### src/rtl/fetch_unit_pkg.sv
// Shared types and constants for the instruction fetch stage.
package aoc_pkg;

    localparam int INSTR_W = 32;
    localparam logic [INSTR_W-1:0] PC_STEP = 32'd4;
    localparam logic [INSTR_W-1:0] PC_ALIGN_MASK = 32'hFFFF_FFFC;
    localparam int IMM_LSB = 0;
    localparam int IMM_W = 16;

    // BOOT: idle cycle after reset, ISSUE: request strobe,
    // WAIT: request outstanding, HOLD: IF/ID register full.
    typedef enum logic [1:0] {
        BOOT  = 2'd0,
        ISSUE = 2'd1,
        WAIT  = 2'd2,
        HOLD  = 2'd3
    } fetch_state_t;

    // Word-align a fetch address by clearing the byte-offset bits.
    function automatic logic [INSTR_W-1:0] align_pc(input logic [INSTR_W-1:0] pc);
        return pc & PC_ALIGN_MASK;
    endfunction

endpackage

### src/rtl/fetch_unit_if_id_reg.sv
// IF/ID pipeline register: load-enabled instruction and PC+4 capture with a
// valid bit that is cleared on consume or flush. Data fields keep their last
// value when the valid bit drops.
module if_id_reg
    import aoc_pkg::*;
#(
    parameter int W = INSTR_W
) (
    input  logic         clk_i,
    input  logic         rst_ni,
    input  logic         load_i,
    input  logic         clear_i,
    input  logic [W-1:0] instr_i,
    input  logic [W-1:0] pc_plus4_i,
    output logic         valid_o,
    output logic [W-1:0] instr_o,
    output logic [W-1:0] pc_plus4_o
);

    logic         valid_q;
    logic [W-1:0] instr_q;
    logic [W-1:0] pc_plus4_q;

    // Load wins over clear; the fetch FSM never requests both in one cycle.
    always_ff @(posedge clk_i or negedge rst_ni) begin
        if (!rst_ni) begin
            valid_q    <= 1'b0;
            instr_q    <= '0;
            pc_plus4_q <= '0;
        end else if (load_i) begin
            valid_q    <= 1'b1;
            instr_q    <= instr_i;
            pc_plus4_q <= pc_plus4_i;
        end else if (clear_i) begin
            valid_q    <= 1'b0;
        end
    end

    assign valid_o    = valid_q;
    assign instr_o    = instr_q;
    assign pc_plus4_o = pc_plus4_q;

endmodule

### src/rtl/fetch_unit.sv
// Instruction fetch stage: holds the PC, issues single-outstanding word reads,
// captures the response into the IF/ID register and handles redirects by
// dropping stale in-flight responses.
// Optional macro FETCH_PERF_EN adds perf_fetched / perf_flushed counters.
//
// Handshakes: imem_req is a one-cycle strobe with imem_addr valid in the same
// cycle; imem_rvalid/imem_rdata are only sampled in WAIT. id_valid/id_ready is
// a valid/ready pair: an instruction moves to decode on a cycle where both are
// high and no redirect is present; id_valid never drops without a transfer
// except on a redirect flush.
module fetch_unit
    import aoc_pkg::*;
#(
    parameter logic [31:0] RESET_PC = 32'h0000_0000,
    parameter int          INSTR_W  = aoc_pkg::INSTR_W
) (
    input  logic               clock,
    input  logic               reset,
    output logic               imem_req,
    output logic [INSTR_W-1:0] imem_addr,
    input  logic               imem_rvalid,
    input  logic [INSTR_W-1:0] imem_rdata,
    output logic               id_valid,
    input  logic               id_ready,
    output logic [INSTR_W-1:0] id_instr,
    output logic [INSTR_W-1:0] id_pc_plus4,
    output logic [IMM_W-1:0]   id_imm16,
    input  logic               redirect_valid,
    input  logic [INSTR_W-1:0] redirect_pc,
`ifdef FETCH_PERF_EN
    output logic [31:0]        perf_fetched,
    output logic [31:0]        perf_flushed,
`endif
    output fetch_state_t       dbg_state
);

    fetch_state_t       state_q, state_d;
    logic [INSTR_W-1:0] pc_q, pc_d;
    logic               drop_q, drop_d;
    logic               ifid_load;
    logic               ifid_clear;
    logic [INSTR_W-1:0] redirect_target;

    assign redirect_target = align_pc(redirect_pc);

    // State, PC and stale-response flag registers.
    always_ff @(posedge clock or negedge reset) begin
        if (!reset) begin
            state_q <= BOOT;
            pc_q    <= RESET_PC;
            drop_q  <= 1'b0;
        end else begin
            state_q <= state_d;
            pc_q    <= pc_d;
            drop_q  <= drop_d;
        end
    end

    // Next-state, PC update and IF/ID control; a redirect retargets the PC in
    // every state, and any response already in flight is marked stale.
    always_comb begin
        state_d    = state_q;
        pc_d       = pc_q;
        drop_d     = drop_q;
        ifid_load  = 1'b0;
        ifid_clear = 1'b0;
        case (state_q)
            BOOT: begin
                state_d = ISSUE;
                if (redirect_valid) pc_d = redirect_target;
            end
            ISSUE: begin
                state_d = WAIT;
                if (redirect_valid) begin
                    pc_d   = redirect_target;
                    drop_d = 1'b1;
                end
            end
            WAIT: begin
                if (imem_rvalid) begin
                    if (redirect_valid || drop_q) begin
                        drop_d  = 1'b0;
                        state_d = ISSUE;
                        if (redirect_valid) pc_d = redirect_target;
                    end else begin
                        ifid_load = 1'b1;
                        pc_d      = pc_q + PC_STEP;
                        state_d   = HOLD;
                    end
                end else if (redirect_valid) begin
                    pc_d   = redirect_target;
                    drop_d = 1'b1;
                end
            end
            HOLD: begin
                if (redirect_valid) begin
                    ifid_clear = 1'b1;
                    pc_d       = redirect_target;
                    state_d    = ISSUE;
                end else if (id_ready) begin
                    ifid_clear = 1'b1;
                    state_d    = ISSUE;
                end
            end
            default: state_d = BOOT;
        endcase
    end

    assign imem_req  = (state_q == ISSUE);
    assign imem_addr = pc_q;
    assign dbg_state = state_q;

    if_id_reg #(.W(INSTR_W)) u_if_id (
        .clk_i      (clock),
        .rst_ni     (reset),
        .load_i     (ifid_load),
        .clear_i    (ifid_clear),
        .instr_i    (imem_rdata),
        .pc_plus4_i (pc_q + PC_STEP),
        .valid_o    (id_valid),
        .instr_o    (id_instr),
        .pc_plus4_o (id_pc_plus4)
    );

    assign id_imm16 = id_instr[IMM_LSB +: IMM_W];

`ifdef FETCH_PERF_EN
    logic        fetch_inc;
    logic        flush_inc;
    logic [31:0] perf_fetched_q;
    logic [31:0] perf_flushed_q;

    assign fetch_inc = (state_q == HOLD) && id_ready && !redirect_valid;
    assign flush_inc = ((state_q == WAIT) && imem_rvalid && (drop_q || redirect_valid))
                     || ((state_q == HOLD) && redirect_valid);

    // Free-running event counters, wrapping at 2^32.
    always_ff @(posedge clock or negedge reset) begin
        if (!reset) begin
            perf_fetched_q <= '0;
            perf_flushed_q <= '0;
        end else begin
            if (fetch_inc) perf_fetched_q <= perf_fetched_q + 32'd1;
            if (flush_inc) perf_flushed_q <= perf_flushed_q + 32'd1;
        end
    end

    assign perf_fetched = perf_fetched_q;
    assign perf_flushed = perf_flushed_q;
`endif

endmodule

### config.mk
export PLATFORM = sky130hd
export DESIGN_NAME = fetch_unit
export DESIGN_NICKNAME = d
export VERILOG_FILES = /design/src/rtl/fetch_unit_pkg.sv /design/src/rtl/fetch_unit_if_id_reg.sv /design/src/rtl/fetch_unit.sv
export SDC_FILE = /design/constraint.sdc
export NUM_CORES = 1
export LEC_CHECK = 0
export CELL_PAD_IN_SITES_DETAIL_PLACEMENT = 1
export CELL_PAD_IN_SITES_GLOBAL_PLACEMENT = 1
export CORE_MARGIN = 1.5
export CORE_UTILIZATION = 35
export DETAILED_ROUTE_END_ITERATION = 7
export PLACE_DENSITY_LB_ADDON = 0.1
export SETUP_SLACK_MARGIN = 0.15
export SYNTH_ARGS = -nofsm -noshare
export SYNTH_HDL_FRONTEND = slang
export SYNTH_HIERARCHICAL = 1
export SYNTH_SLANG_ARGS = --single-unit
### constraint.sdc
create_clock -name clock -period 2.8 [get_ports clock]
set_input_delay 0.28 -clock clock [delete_from_list [all_inputs] [get_ports clock]]
set_output_delay 0.28 -clock clock [all_outputs]
set_load 0.005 [all_outputs]
; Word-level counts from Yosys, hierarchy flattened
; Cells that the tools add are included.
[totals]
regBits = 100
[classes]
muxes = 21
reduce_logical = 7
n_addsub = 1
eq_ne = 6
[op_table]
columns = operator, count
row1 = $mux W32, 3
row2 = $pmux W32 S2, 1
row3 = $add A32 B3 Y32 const B, 1
row4 = $mux W1, 11
row5 = $mux W2, 4
row6 = $pmux W2 S4, 1
row7 = $ne A3 B3 Y1 const B, 2
row8 = $eq A2 B2 Y1 const B, 2
row9 = $reduce_and A2 Y1, 2
row10 = $reduce_bool A2 Y1, 2
row11 = $reduce_or A3 Y1, 1
row12 = $eq A2 B1 Y1 const B, 1
row13 = $logic_not A2 Y1, 1
row14 = $ne A2 B2 Y1 const B, 1
row15 = $pmux W1 S2, 1
row16 = $logic_or A1 B1 Y1, 1

; Depth between registers and ports, before layout
[depth]
ltp_word = 5
ltp_mapped = 8
mapped_depth_nobuf = 7

; Cells and area by module
; The synthesis kept the hierarchy.
[modules_own_cells]
columns = mod, area_each_um2, n_inst, seq_area_each_um2, cells_per_inst
row1 = if_id_reg, 2615.0, 1, 1626.6, 138
row2 = fetch_unit, 2558.7, 1, 875.8, 304

; Worst setup path before layout
; Ideal clock, no wire load.
[synth_timing]
path_kind = register to register
startpoint = register pc_q[2] (netlist: imem_addr[2])
endpoint = register u_if_id.pc_plus4_q[26] (netlist: u_if_id/pc_plus4_o[26])
slack_ns = 0.584
t_arrival_ns = 2.091
period_less_slack_ns = 2.216
path_buffers = 0
stages_incl_launch_ff = 7
cell_sequence = dfrtp_1 > ha_1 > and3_1 > nand4_1 > or4_4 > xnor2_1 > mux2_4
[synth_between]
elab_chain_cells = 1
[synth_lines]
columns = element, line
row1 = "start, declared", fetch_unit.sv:38  ; logic [INSTR_W-1:0] pc_q, pc_d;
row2 = "start signal, assigned", fetch_unit.sv:54  ; pc_q <= pc_d;
row3 = $add A32 B3 Y32, fetch_unit.sv:119  ; .pc_plus4_i (pc_q + PC_STEP),
row4 = "end signal, assigned", fetch_unit_if_id_reg.sv:33  ; pc_plus4_q <= pc_plus4_i;
row5 = "end, declared", fetch_unit_if_id_reg.sv:22  ; logic [W-1:0] pc_plus4_q;
; No other way between the ends.
; A chain may end at the register's enable or synchronous reset.

; Final worst setup path
[layout_timing]
startpoint = register pc_q[4] (netlist: imem_addr[4])
endpoint = register u_if_id.pc_plus4_q[25] (netlist: u_if_id/pc_plus4_o[25])
; Same word-level chain as after synthesis.

==> results.json <==
{
  "insertion_delay_ns": 0.35,
  "cts_tree": "done",
  "grtUsageMet2_pct": 32.26,
  "ir_worst_vdd_mv": 0.4041,
  "cts_sinks": 100,
  "wl_um": 14670,
  "area_delta_synth_final_pct": 43.22,
  "drt_iter0_drc": 184,
  "hp-class": "primary input to asynchronous set/reset pin",
  "cts_root_buffer": "clkbuf_16",
  "ys_dominant_reg_cell": "dfrtp_1",
  "fin_crit_sh_pct": 81.42,
  "synth_edf_count": 0,
  "final_cell_mix": "clkdlybuf4s50_1 (181), dfrtp_1 (100), mux2_4 (49)",
  "htreeDepth": 3,
  "end_kind": "flip-flop",
  "diodes": 0,
  "status": "completed",
  "arrival_ns": 2.52,
  "place_hpwl_um": 10700,
  "gp_congestion": 0.7847,
  "met3_usage_pct": 5.670,
  "synth-seq-area-share_pct": 48.37,
  "final_net_count": 686,
  "grt_pass1_vias": 4349,
  "clkTransAtPathRegs_ns": 0.07,
  "setup_viol_count_final": 0,
  "setup_ws_ns": 0.5201,
  "antenna_found_initial": 0,
  "grt_remaining_overflow": 0,
  "synth_nets": 517,
  "fp.dieW_um": 124.6,
  "avgSynthCellArea_um2": 11.71,
  "yosys_warnings": 6,
  "drt-vias-per-instance": 5.020,
  "ioPinCount": 185,
  "ctsLongestPathBuffers": 2,
  "ys_seq_elements": 100,
  "grt.busiest_layer": "met2",
  "layout_commonest_cell": "clkdlybuf4s50_1",
  "period_needed_ns": 2.280,
  "pwr_density_cell_mw_per_mm2": 678.9,
  "drcViolationCount": 0,
  "grt_max_degree": 45,
  "fill_cells": 1514,
  "required_ns": 3.04,
  "drv_cap": 0,
  "path_max_fanout": 8,
  "routed-via-count": 4016,
  "worstSetupStartpointType": "flip-flop",
  "port-buffer-count": 182,
  "hold_viol_final": 0,
  "tightestPinTransition_ns": 0.6218,
  "place_ws_ns": 0.3509,
  "die_h_um": 124.6,
  "skew_ns": 0.005145,
  "initial_core_util_pct": 35.73,
  "antenna_left": 0,
  "num_rows": 44,
  "grt_util_met1_pct": 25.04,
  "slew_headroom_pct": 58.16,
  "grt_usage_pct": 19.59,
  "leakage_nw": 3.107,
  "setup_tns_ns": 0,
  "slew_violations": 0,
  "syn_area_mm2": 0.005174,
  "grt_pass1_wl_um": 24190,
  "routedWlPerCell_um": 18.34,
  "numCtsBuffers": 9,
  "rsz0062_at_grt": "false",
  "max_freq_ghz": 0.4386,
  "synth_top_area_share_pct": 48.37,
  "synthCells": 442,
  "path_class": "flip-flop to flip-flop",
  "synthArstFlopShare_pct": 100.0,
  "synth_top_area_cell": "dfrtp_1",
  "die_area_mm2": 0.01552,
  "ys_types": 46,
  "dr.pass1.iters": 4,
  "core_area_mm2": 0.01448,
  "synthTopCellsByArea": "dfrtp_1 (48%), mux2_4 (14%), mux2_2 (3.5%)",
  "layout-drive-gt1-share_pct": 17.69
}
-- area by class of cell --
| type | instances | area [um^2] | area share [%] |
|---|---|---|---|
| Clock inverter | 5 | 35.03 | 0.4728 |
| Multi-Input combinational cell | 292 | 2381 | 32.13 |
| Sequential cell | 100 | 2502 | 33.77 |
| Timing Repair Buffer | 199 | 1974 | 26.65 |
| Tap cell | 184 | 230.2 | 3.107 |
| Clock buffer | 11 | 252.7 | 3.411 |
| Inverter | 9 | 33.78 | 0.4559 |
-- per-stage QoR --
| step | hold WS [ns] | util (%) | total power [mW] | area (um^2) | cells |
|---|---|---|---|---|---|
| after detailed placement | 0.3242 | 49.07 | 3.848 | 7104 | 782 |
| after floorplan | -0.01559 | - | 2.805 | 5174 | 442 |
| after global placement | 0.3156 | 49.07 | 3.807 | 7104 | 782 |
| after global routing | 0.5037 | 51.18 | 5.319 | 7410 | 800 |
| after CTS | 0.4827 | 51.12 | 5.108 | 7402 | 799 |
| final | 0.4723 | 51.18 | 5.031 | 7410 | 800 |
-- worst paths after layout --
kind                                 start                     end  slack (ns)  depth (start not counted)
max reg2reg                   imem_addr[4]  u_if_id/pc_plus4_o[25]        0.52                          5
min reg2reg                u_if_id/valid_o         u_if_id/valid_o        0.49                          1
max in group asynchronous            reset      u_if_id/instr_o[9]        1.56                          3
min in group clock         redirect_pc[12]           imem_addr[12]        0.49                          3
max                           imem_addr[4]  u_if_id/pc_plus4_o[25]        0.52                          5
min                                  reset           imem_addr[26]        0.47                          2
-- cells by family (layout without fill, tap and decap cells) --
kind of cell               count (synthesis)  in the layout  synth area share [%]
AOI/OAI and AO/OA                         55             55                 7.424
xor gates and xnor gates                  31             31                 5.248
adders and majority gates                  6              6                 1.451
buffers and inverters                     50            224                 5.804
DFF                                      100            100                 48.37
muxes                                     69             69                 18.48
and+or+nand+nor                          131            131                 13.23
-- synth_stat cells (2+ instances only) --
master    count
xnor2_1      15
nor3_1       14
buf_4        16
o22ai_1       4
nor4_2        2
buf_2         6
or4_1         2
inv_1         8
o21a_1        2
buf_6         6
nand3_1      15
mux2_2       16
nor2_1       27
or3_1         3
a311oi_1      8
nand2_1      28
mux2_4       49
a21oi_1       6
and3_1       10
or4_4         2
nor4_1        7
o221a_2       2
mux2i_1       4
a211oi_1     12
xor2_1       16
dfrtp_1     100
nand4_1       8
o211ai_1      2
nor2b_1       6
ha_1          6
and4_1        3
clkbuf_1     12
o21ai_0      12
-- layer usage --
layer / vias to the layer above / wire length, um / share of wire [%]
li1: 1896 / - / -
met1: 1986 / 6492 / 44
met2: 114 / 7093 / 48
met3: 20 / 800 / 5.5
met4: 0 / 284 / 1.9
met5: - / 0 / 0
-- state kept, by name, indices dropped and copies added (netlist names) --
register	cells
u_if_id/pc_plus4_o	32
u_if_id/instr_o	32
imem_addr	32
u_if_id/valid_o	1
drop_q	1
dbg_state	2
-- worst max-delay path, stage by stage, from the launching register on --
cell     delay [ns]
dfrtp_1        0.49
and4_1         0.32
nand4_1        0.26
or4_1          0.69
xnor2_1        0.17
mux2_4         0.26
-- timing repair --
item,CTS,global route
setup buffers,0,1
gates resized for setup,0,0
hold buffers,1,0
setup endpoints to repair,0,2
endpoints found under the hold margin,41,0
-- report_power, final --
group,switching (mW),internal (mW),leakage [nW]
Combinational,0.510,1.21,1.68
Sequential,0.300,1.79,1.28
Clock,0.564,0.653,0.142
(Power assumes the default switching activity.)
